`src/rtl/fp_rnd_pipe.sv`:
```
// Two-stage IEEE-754 single rounding/packing stage with valid/ready flow.
// S1 captures the bundle plus round decision; S2 holds the packed result.
module fp_rnd_pipe (
    input  logic        clock,
    input  logic        reset,
    input  logic        in_valid,
    output logic        in_ready,
    input  logic        sig,
    input  logic [10:0] expo,
    input  logic [24:0] mant,
    input  logic [1:0]  rema,
    input  logic [1:0]  fmt,
    input  logic [2:0]  rm,
    input  logic [2:0]  grs,
    input  logic        snan,
    input  logic        qnan,
    input  logic        dbz,
    input  logic        inf,
    input  logic        zero,
    input  logic        diff,
    output logic        out_valid,
    input  logic        out_ready,
    output logic [31:0] result,
    output logic [4:0]  flags
);

    localparam logic [2:0] RTZ = 3'd1;
    localparam logic [2:0] RDN = 3'd2;
    localparam logic [2:0] RUP = 3'd3;
    localparam logic [2:0] RMM = 3'd4;

    typedef struct packed {
        logic        sig;
        logic [10:0] expo;
        logic [24:0] mant;
        logic [1:0]  fmt;
        logic [2:0]  rm;
        logic        snan;
        logic        qnan;
        logic        dbz;
        logic        inf;
        logic        zero;
        logic        diff;
        logic        inexact;
        logic        up;
    } s1_t;

    s1_t  s1_q;
    s1_t  s1_d;
    logic s1_valid;
    logic s2_valid;
    logic rst_done;
    logic s1_adv;
    logic s2_adv;
    logic s1_load;
    logic s2_load;
    logic inexact_c;
    logic up_c;

    assign s2_adv    = ~s2_valid | out_ready;
    assign s1_adv    = ~s1_valid | s2_adv;
    assign in_ready  = s1_adv & rst_done;
    assign s1_load   = in_valid & in_ready;
    assign s2_load   = s2_adv & s1_valid;
    assign out_valid = s2_valid;

    // Round-up decision; encodings 5-7 fall through to nearest-even.
    always_comb begin
        inexact_c = (|grs) | (|rema);
        up_c      = 1'b0;
        case (rm)
            RTZ:     up_c = 1'b0;
            RDN:     up_c = sig & inexact_c;
            RUP:     up_c = ~sig & inexact_c;
            RMM:     up_c = grs[2];
            default: up_c = grs[2] & (grs[1] | grs[0] | mant[0]);
        endcase
    end

    always_comb begin
        s1_d.sig     = sig;
        s1_d.expo    = expo;
        s1_d.mant    = mant;
        s1_d.fmt     = fmt;
        s1_d.rm      = rm;
        s1_d.snan    = snan;
        s1_d.qnan    = qnan;
        s1_d.dbz     = dbz;
        s1_d.inf     = inf;
        s1_d.zero    = zero;
        s1_d.diff    = diff;
        s1_d.inexact = inexact_c;
        s1_d.up      = up_c;
    end

    logic [24:0] mant_r;
    logic [10:0] exp_r;
    logic [22:0] frac;
    logic        max_fin;
    logic [31:0] res_c;
    logic [4:0]  flg_c;

    always_comb begin
        mant_r = s1_q.mant + {24'd0, s1_q.up};
        exp_r  = s1_q.expo;
        frac   = mant_r[22:0];
        if (mant_r[24]) begin
            exp_r = s1_q.expo + 11'd1;
            frac  = 23'd0;
        end else if (s1_q.expo == 11'd0 && mant_r[23]) begin
            exp_r = 11'd1;
        end
        max_fin = (s1_q.rm == RTZ)
                | ((s1_q.rm == RDN) & ~s1_q.sig)
                | ((s1_q.rm == RUP) & s1_q.sig);
        res_c = {s1_q.sig, exp_r[7:0], frac};
        flg_c = {4'b0000, s1_q.inexact};
        if (exp_r >= 11'd255) begin
            res_c = max_fin ? {s1_q.sig, 8'hFE, 23'h7FFFFF}
                            : {s1_q.sig, 8'hFF, 23'h0};
            flg_c = 5'b00101;
        end else if (exp_r == 11'd0 && s1_q.inexact) begin
            flg_c = 5'b00011;
        end
        // Specials in priority order override the rounded value.
        if (s1_q.fmt != 2'd0) begin
            res_c = 32'h7FC00000;
            flg_c = 5'b10000;
        end else if (s1_q.snan) begin
            res_c = 32'h7FC00000;
            flg_c = 5'b10000;
        end else if (s1_q.qnan) begin
            res_c = 32'h7FC00000;
            flg_c = 5'b00000;
        end else if (s1_q.dbz) begin
            res_c = {s1_q.sig, 8'hFF, 23'h0};
            flg_c = 5'b01000;
        end else if (s1_q.inf) begin
            res_c = {s1_q.sig, 8'hFF, 23'h0};
            flg_c = 5'b00000;
        end else if (s1_q.zero) begin
            res_c = {s1_q.diff ? (s1_q.rm == RDN) : s1_q.sig, 31'h0};
            flg_c = 5'b00000;
        end
    end

    always_ff @(posedge clock or negedge reset) begin
        if (!reset) begin
            rst_done <= 1'b0;
            s1_valid <= 1'b0;
            s2_valid <= 1'b0;
        end else begin
            rst_done <= 1'b1;
            if (s1_adv)
                s1_valid <= s1_load;
            if (s2_adv)
                s2_valid <= s1_valid;
        end
    end

    always_ff @(posedge clock or negedge reset) begin
        if (!reset) begin
            s1_q <= '0;
        end else if (s1_load) begin
            s1_q <= s1_d;
        end
    end

    always_ff @(posedge clock or negedge reset) begin
        if (!reset) begin
            result <= 32'd0;
            flags  <= 5'd0;
        end else if (s2_load) begin
            result <= res_c;
            flags  <= flg_c;
        end
    end

endmodule

```
`config.mk`:
```
export PLATFORM = sky130hd
export DESIGN_NAME = fp_rnd_pipe
export DESIGN_NICKNAME = d
export VERILOG_FILES = /design/src/rtl/fp_rnd_pipe.sv
export SDC_FILE = /design/constraint.sdc
export NUM_CORES = 1
export LEC_CHECK = 0
export ABC_AREA = 1
export BUFFER_PORTS_ARGS = -buffer_cell sky130_fd_sc_hd__clkbuf_2
export CAP_MARGIN = 5
export CORE_MARGIN = 4
export CORE_UTILIZATION = 50
export CTS_BUF_LIST = sky130_fd_sc_hd__clkbuf_16
export CTS_CLUSTER_SIZE = 40
export DETAILED_ROUTE_END_ITERATION = 8
export GPL_TIMING_DRIVEN = 0
export PLACE_DENSITY = 0.74
export SYNTH_ARGS = -nofsm -noshare
export SYNTH_HDL_FRONTEND = slang
export SYNTH_SLANG_ARGS = --single-unit
```
`constraint.sdc`:
```
create_clock -name clock -period 5.5 [get_ports clock]
set_clock_uncertainty 0.05 [all_clocks]
set_input_delay 1.1 -clock clock [delete_from_list [all_inputs] [get_ports clock]]
set_output_delay 1.1 -clock clock [all_outputs]
set_load 0.05 [all_outputs]
```
# After elaboration in Yosys (flattened, before gate mapping)
# Cells that the tools add are included.
# W data, S select, Z words.
# classes
div_mod_pow,0
reduce_logical,7
shift,0
n_mul,0
n_eq_ne,7
magnitude_cmp,1
n_bitwise,19
n_addsub,2
muxes,21
# op_table
operator,count
$mux W32,6
$mux W31,1
$mux W5,6
$add A25 B1 Y25,1
$mux W24,1
$mux W23,1
$logic_not A11 Y1,2
$mux W11,2
$eq A3 B2 Y1 const B,4
$add A11 B1 Y11 const B,1
$ge A11 B8 Y1 const B,1
$and A1 B1 Y1,8
$or A1 B1 Y1,7
$eq A3 B1 Y1 const B,2
$not A1 Y1,4
$pmux W1 S4,1
$eq A3 B3 Y1 const B,1
$mux W3,1
$reduce_or A3 Y1,1
$logic_and A1 B1 Y1,2
$mux W2,1
$reduce_bool A2 Y1,1
$reduce_or A2 Y1,1
$mux W1,1
# totals
register_bits,90
ramBits,0
memories,0
romBits,0
latch_bits,0

# Depth between registers and ports, before layout
# Gate-level depths: netlist (run 1).
# depth
word_depth,14
mapped_depth,19
mapped_depth_nobuf,18

# Worst setup path before layout (run 1)
# Ideal clock, no wire load.
# synth_timing
path_kind,input -> register
from,input port out_ready
to,register s1_q[25] (netlist bit)
path_buffers,2
t_required_ps,5317
arrival_time_ps,2577
path_slack_ps,2740
stages,9
path_cell_list,inv_1 > nand3_1 > nand2_1 > inv_1 > nand2_1 > inv_1 > clkbuf_1 > clkbuf_1 > o21ai_0
# synth_between
elab_chain_cells,4
# synth_lines
item,line,source
"start, declared",22,"input logic out_ready,"
$or A1 B1 Y1,60,assign s2_adv = ~s2_valid | out_ready;
$or A1 B1 Y1,61,assign s1_adv = ~s1_valid | s2_adv;
$and A1 B1 Y1,62,assign in_ready = s1_adv & rst_done;
via in_ready,7,"output logic in_ready,"
$and A1 B1 Y1,63,assign s1_load = in_valid & in_ready;
"end signal, assigned",163,s1_q <= '0;
"end signal, assigned",165,s1_q <= s1_d;
"end, declared",48,s1_t s1_q;
# The timed path passes the listed nets, and every way through them passes these cells.
# A chain may end at the register's enable or synchronous reset.

# Worst setup path in the final report (run 1)
# layout_timing
from,input port out_ready
to,register flags[1]
# layout_between
elab_chain_cells,2
# layout_lines
item,line,source
$or A1 B1 Y1,60,
$and A1 B1 Y1,64,assign s2_load = s2_adv & s1_valid;
"end signal, assigned",175,flags <= flg_c;
"end, declared",24,output logic [4:0] flags
# Every way passes these cells.

==> results.yml, run 1 <==
die:
  die_h_um: 106
  die_w_um: 106
  dieArea_sq_um: 11300
  ioPinCount: 96
  row_count: 35
  start_util_pct: 51.8
  design.core.area_sq_um: 9330
drt:
  viasPerCell: 5.19
  vias: 4608
  drt_iter0_markers: 207
  routed_wl_um: 13200
  drc: 0
  antenna_left: 0
  drtPass1Iterations: 5
  route.detailed.wl_per_inst_um: 14.8
global_route:
  grtUsageMet1_pct: 31.4
  grt_max_degree: 61
  grtUsageTotal_pct: 23.8
  grt.busiest_layer: "met2"
  grt.overflow.total: 0
  use_met2_pct: 39.6
  antenna_found_initial: 0
  use_met3_pct: 4.01
  grt_pass1_wl_um: 21200
  grt_pass1_vias: 4353
sta:
  rsz0062_at_grt: "false"
  hold_violations: 0
  finalCritPeriodShare_pct: 52.8
  fin_tns_setup_ps: 0
  timing.hold.ws_ps: 434
  setup_viol: 0
  slew_headroom_pct: 43.2
  period_minus_slack_ps: 2910
  slew_viol_final: 0
  max_freq_mhz: 344
  tightest_slew_ps: 846
pwr:
  clockPowerShare_pct: 31.6
  pwr-share-seq_pct: 41.9
  p_sw_uw: 717
  ir_worst_vdd_mv: 0.174
  p_leak_uw: 0.00293
  switching_share_pct: 37.2
  p_int_uw: 1210
  p_per_area_nw_per_um2: 333
  total_power_uw: 1930
  pwr-share-comb_pct: 26.5
clocking:
  cts-hold-fix-buffers: 0
  clock_latency_ps: 340
  post_cts_buffers: 0
  cts_tree: "yes"
  cts_buffers: 9
  clockRootBuffer: "clkbuf_16"
  cts-htree-levels: 3
  cts_max_path_buffers: 2
  cts.sinks: 90
  clkSlewWorstSetupHoldPaths_ps: 70
  post_cts_resized: 0
critical_path:
  critPathCaptureType: "flip-flop"
  regToRegSetupSlack_ps: 2700
  crit_slowest_cell: "nor3_1"
  critPathCapture: "flags[1]$_DFFE_PN0P_"
  cp_max_fo: 10
  slowest_delay_ps: 680
  worstPathCellList: "clkbuf_2, inv_1, nand2_1, nand2_1, inv_2, nand2_1, nor3_1, nand2_1, a21oi_1, nand3_1, o21ai_1"
  start_kind: "input pin"
  crit_required_ps: 5720
  worstRegToRegCells: 16
  r2r-start: "s1_q[0]$_DFFE_PN0P_"
  reg2reg_to: "result[14]$_DFFE_PN0P_"
  critical_path_arrival_ps: 3130
  startpoint: "out_ready"
  crit_type: "input pin to flip-flop"
  cpMostUsedCell: "nand2_1"
logic_synthesis:
  synth.area.top_cells: "dfrtp_1 (47%), nand2_1 (18%), o21ai_0 (5.3%), nand3_1 (4.5%), inv_1 (3.9%)"
  synth-edff-count: 0
  yosysTopAreaCell: "dfrtp_1"
  avgSynthCellArea_sq_um: 7.46
  netlist-cell-type-count: 35
  syn_nets: 708
  syn_area_sq_um: 4830
  ys_async_sr_fraction_pct: 100
  synth_ff_type: "dfrtp_1"
  yosys_warnings: 0
  synth_top_cell_area_share_pct: 46.7
  synthCells: 647
  ys_seq_area_share_pct: 46.7
  ys_ff_latch: 90
layout:
  drive_above_1_share_pct: 19.8
  fin_nets: 815
  area_delta_synth_final_pct: 19.9
  final_cell_area_sq_um: 5790
  diodes: 0
  fillers: 871
place:
  io_buffers: 95
  place_congestion: 0.909
  place_area_sq_um: 5490
  dp_hpwl_um: 9920
status:
  outcome: "complete, no violations"
worst_hold_path:
  hold_class: "flip-flop to flip-flop"
job:
  drv_cap: 0
synth_stat cells (2+ instances only):
cell and count:
nand4_1 6, xnor2_1 3, nand3_1 43, nand2_1 231, nand2_2 13, inv_1 50
nor2_1 48, o21a_1 2, a21oi_1 24, buf_6 4, o21ai_1 12, nor3_1 9
clkbuf_1 15, xor2_1 10, nor2_2 6, ha_1 4, nand3_2 2, nand2_4 3
o21ai_0 51, nor2_4 2, dfrtp_1 90, or2_2 2, nor4_1 5
per-stage QoR:
| stage | setup slack, ps | util (%) | cells |
|---|---|---|---|
| 2_1_floorplan | 2740 | - | 647 |
| 3_5_place_dp | 2290 | 58.9 | 872 |
| 5_1_grt | 2410 | 62.1 | 888 |
| 6_report | 2590 | 62.1 | 888 |
| 3_3_place_gp | 2290 | 58.6 | 871 |
| 4_1_cts | 2620 | 62.1 | 888 |
worst min-delay path by stage:
stage | depth (start not counted) | slack [ps] | end | startpoint
CTS | 2 | 440 | result[7]$_DFFE_PN0P_ | result[7]$_DFFE_PN0P_
global route | 2 | 450 | result[5]$_DFFE_PN0P_ | result[5]$_DFFE_PN0P_
finish | 2 | 430 | result[20]$_DFFE_PN0P_ | result[20]$_DFFE_PN0P_
floorplan | 2 | 400 | s1_q[6]$_DFFE_PN0P_ | s1_q[6]$_DFFE_PN0P_
global placement | 2 | 410 | result[9]$_DFFE_PN0P_ | result[9]$_DFFE_PN0P_
detailed placement | 2 | 420 | result[7]$_DFFE_PN0P_ | result[7]$_DFFE_PN0P_
layout make-up:
| class | instances | area, sq um | area share, % |
|---|---|---|---|
| Multi-Input combinational cell | 483 | 2260 | 39.1 |
| Timing Repair Buffer | 96 | 505 | 8.73 |
| Tap cell | 129 | 161 | 2.79 |
| Clock buffer | 9 | 225 | 3.89 |
| Inverter | 53 | 201 | 3.48 |
| Clock inverter | 7 | 68.8 | 1.19 |
| Buffer | 21 | 110 | 1.90 |
| Sequential cell | 90 | 2250 | 38.9 |
layer usage:
metal / wire length (um) / vias to the layer above
met1: 5680 / 2154
li1: - / 2289
met5: 0 / -
met3: 829 / 24
met2: 6390 / 141
met4: 252 / 0
logic make-up (layout without fill, tap and decap cells):
| kind of cell | after synthesis | after routing | share of synthesized area (%) |
|---|---|---|---|
| xor gates and xnor gates | 13 | 13 | 2.36 |
| other | 1 | 1 | 0.0777 |
| buffers and inverters | 74 | 186 | 6.45 |
| and+or+nand+nor | 371 | 371 | 33.0 |
| AOI/OAI and AO/OA | 94 | 94 | 10.4 |
| adders and majority gates | 4 | 4 | 1.04 |
| DFF | 90 | 90 | 46.7 |
flip-flops by register name, summed over array words and instances (netlist names):
name	count
result	32
s1_q	50
out_valid	1
s1_valid	1
rst_done	1
flags	5
critical path, delay by kind of cell:
family | cells | cell delay (ps)
buf+inv | 3 | 300
compound gates | 2 | 330
simple gates | 6 | 1390
cells in the final DEF (no fill, tap or decap), types with 2 or more instances in the layout:
cell type / count
ha_1: 4
nor4_1: 5
clkinvlp_4: 2
clkbuf_16: 9
o21ai_1: 12
nand3_2: 2
nor2_2: 6
o21ai_0: 51
nor2_4: 2
nand2_1: 231
inv_6: 2
nand2_4: 3
xor2_1: 10
xnor2_1: 3
nand2_2: 13
or2_2: 2
nor2_1: 48
dfrtp_1: 90
clkbuf_2: 94
nand3_1: 43
inv_1: 50
clkbuf_1: 15
buf_6: 4
nand4_1: 6
nor3_1: 9
o21a_1: 2
a21oi_1: 24
power groups by stage:
stage	Clock [uW]	Sequential, uW	Combinational (uW)
final	610	809	511
after global routing	650	818	566
after CTS	616	807	513
after detailed placement	0	819	508
after global placement	0	815	499
after floorplan	0	881	287
(Power assumes the default switching activity.)
==> inputs of run 2 (changes only) <==
- clock period: 5.5 -> 2.7 ns (I/O delays scaled with it)
==> run 2 against run 1 <==
Compared with the run above:
- routed wire length grew 1.2%
- sequential cell count is the same
- die area is the same
- clock power grew 100%
- utilization grew 1.1 points
- critical endpoint is now result[8]$_DFFE_PN0P_
- largest cell class unchanged
- highest routed layer unchanged
==> results.yml, run 2 (synthesized netlist as in run 1, its figures left out) <==
status:
  outcome: "complete, no violations"
pwr:
  switching_share_pct: 37.1
  p_leak_uw: 0.00298
  p_per_area_nw_per_um2: 670
  total_power_uw: 3950
  pwr-share-comb_pct: 27.0
  pwr-share-seq_pct: 41.7
  p_int_uw: 2480
  ir_worst_vdd_mv: 0.351
  clockPowerShare_pct: 31.2
  p_sw_uw: 1470
clocking:
  clockRootBuffer: "clkbuf_16"
  cts-htree-levels: 3
  cts_tree: "yes"
  clock_latency_ps: 340
  cts_max_path_buffers: 2
  clkSlewWorstSetupHoldPaths_ps: 70
  cts_buffers: 9
  cts.sinks: 90
place:
  dp_hpwl_um: 9920
  io_buffers: 95
  place_area_sq_um: 5490
  place_congestion: 0.909
die:
  die_w_um: 106
  start_util_pct: 51.8
  design.core.area_sq_um: 9330
  dieArea_sq_um: 11300
  ioPinCount: 96
  die_h_um: 106
  row_count: 35
drt:
  vias: 4634
  antenna_left: 0
  drtPass1Iterations: 4
  drt_iter0_markers: 256
  routed_wl_um: 13300
  viasPerCell: 5.20
  drc: 0
  route.detailed.wl_per_inst_um: 14.9
global_route:
  grt.overflow.total: 0
  antenna_found_initial: 0
  grtUsageTotal_pct: 23.9
  grt_pass1_wl_um: 21300
  grt_max_degree: 61
  grt_pass1_vias: 4363
critical_path:
  critical_path_arrival_ps: 2710
  cp_max_fo: 10
  crit_required_ps: 2870
  cp_top_family: "simple AND/OR/NAND/NOR gates"
  start_kind: "flip-flop"
  critPathBufInv: 3
  critPathCaptureType: "flip-flop"
  slowest_delay_ps: 400
  worstPathCellList: "ha_1, nand2_2, nor2_4, nand2_4, clkinv_2, nand3_4, nand2_4, buf_6, nand2_2, nand2_2, nor2_2, nand3_2, o21bai_4, nand2_4, buf_6, nand3_1, nand2_1"
  crit_type: "flip-flop to flip-flop"
  crit_slowest_cell: "dfrtp_1"
sta:
  slew_viol_final: 0
  max_freq_mhz: 394
  slew_headroom_pct: 57.4
  hold_violations: 0
  tightest_slew_ps: 639
  timing.hold.ws_ps: 119
  period_minus_slack_ps: 2540
  setup_viol: 0
  finalCritPeriodShare_pct: 94.0
layout:
  multi_input_area_sq_um: 2330
  top_regs: "s1_q x50, result x32, flags x5"
  seqCellArea_sq_um: 2250
  layout_common_cells: "nand2_1 (226), clkbuf_2 (94), dfrtp_1 (90), o21ai_0 (51), inv_1 (50)"
  diodes: 0
  regMostFlops: "s1_q"
  largest_reg_flops: 50
  final_common_cell: "nand2_1"
  fin_nets: 819
  final_cell_area_sq_um: 5890
  fillers: 854
  fin_util_pct: 63.1
  drive_above_1_share_pct: 21.6
  area_delta_synth_final_pct: 22.0
worst_hold_path:
  hold_class: "input pin to async pin"
job:
  drv_cap: 0
## run 2: stage by stage
step / worst slack (ps) / cells / TNS [ps]
finish: 162 / 892 / 0
CTS: 20.6 / 888 / 0
floorplan: 360 / 647 / 0
detailed placement: -53.2 / 872 / -727
global route: -1.23 / 892 / -1.23
global placement: 11.3 / 871 / 0
## run 2: layer usage
layer	share of wire (%)	GRT usage [%]	wire, um
met4	1.8	8.33	239
met3	6.8	4.43	909
met2	49	39.7	6520
met1	42	31.3	5640
met5	0	0	0
## run 2: worst reg2reg max path: cells and delay by family (launching register included)
| kind | cells | cell delay [ps] |
|---|---|---|
| AOI/OAI and AO/OA | 1 | 220 |
| adders and majority gates | 1 | 220 |
| buffers and inverters | 3 | 390 |
| DFF | 1 | 400 |
| and+or+nand+nor | 12 | 1120 |
## run 2: timing repair
action,in CTS,in global routing
pin swaps,1,4
gates cloned,0,0
buffers inserted,0,4
endpoints found under the setup margin,21,31
gates resized for setup,7,12
hold buffers,0,0
## run 2: final cells by class
type / instances / area share (%)
Tap cell: 129 / 2.74
Sequential cell: 90 / 38.2
Inverter: 53 / 3.44
Clock buffer: 9 / 3.82
Multi-Input combinational cell: 483 / 39.6
Timing Repair Buffer: 100 / 9.09
Buffer: 21 / 1.87
Clock inverter: 7 / 1.17
## run 2: worst paths after layout
check | from | end | slack, ps | cells past startpoint
min in group clock | mant[20] | s1_q[33]$_DFFE_PN0P_ | 340 | 3
setup reg to reg | s1_q[0]$_DFFE_PN0P_ | result[8]$_DFFE_PN0P_ | 160 | 17
hold / removal | reset | result[7]$_DFFE_PN0P_ | 120 | 1
max in group asynchronous | reset | result[22]$_DFFE_PN0P_ | 1830 | 2
setup / recovery | s1_q[0]$_DFFE_PN0P_ | result[8]$_DFFE_PN0P_ | 160 | 17
hold reg to reg | result[20]$_DFFE_PN0P_ | result[20]$_DFFE_PN0P_ | 430 | 2
## run 2: power by group through the flow
stage                     combinational (uW)  clock [uW]  sequential [uW]
final                                   1070        1230             1650
after detailed placement                1030           0             1670
after floorplan                          585           0             1790
after global placement                  1020           0             1660
after global routing                    1180        1330             1670
after CTS                               1050        1250             1640
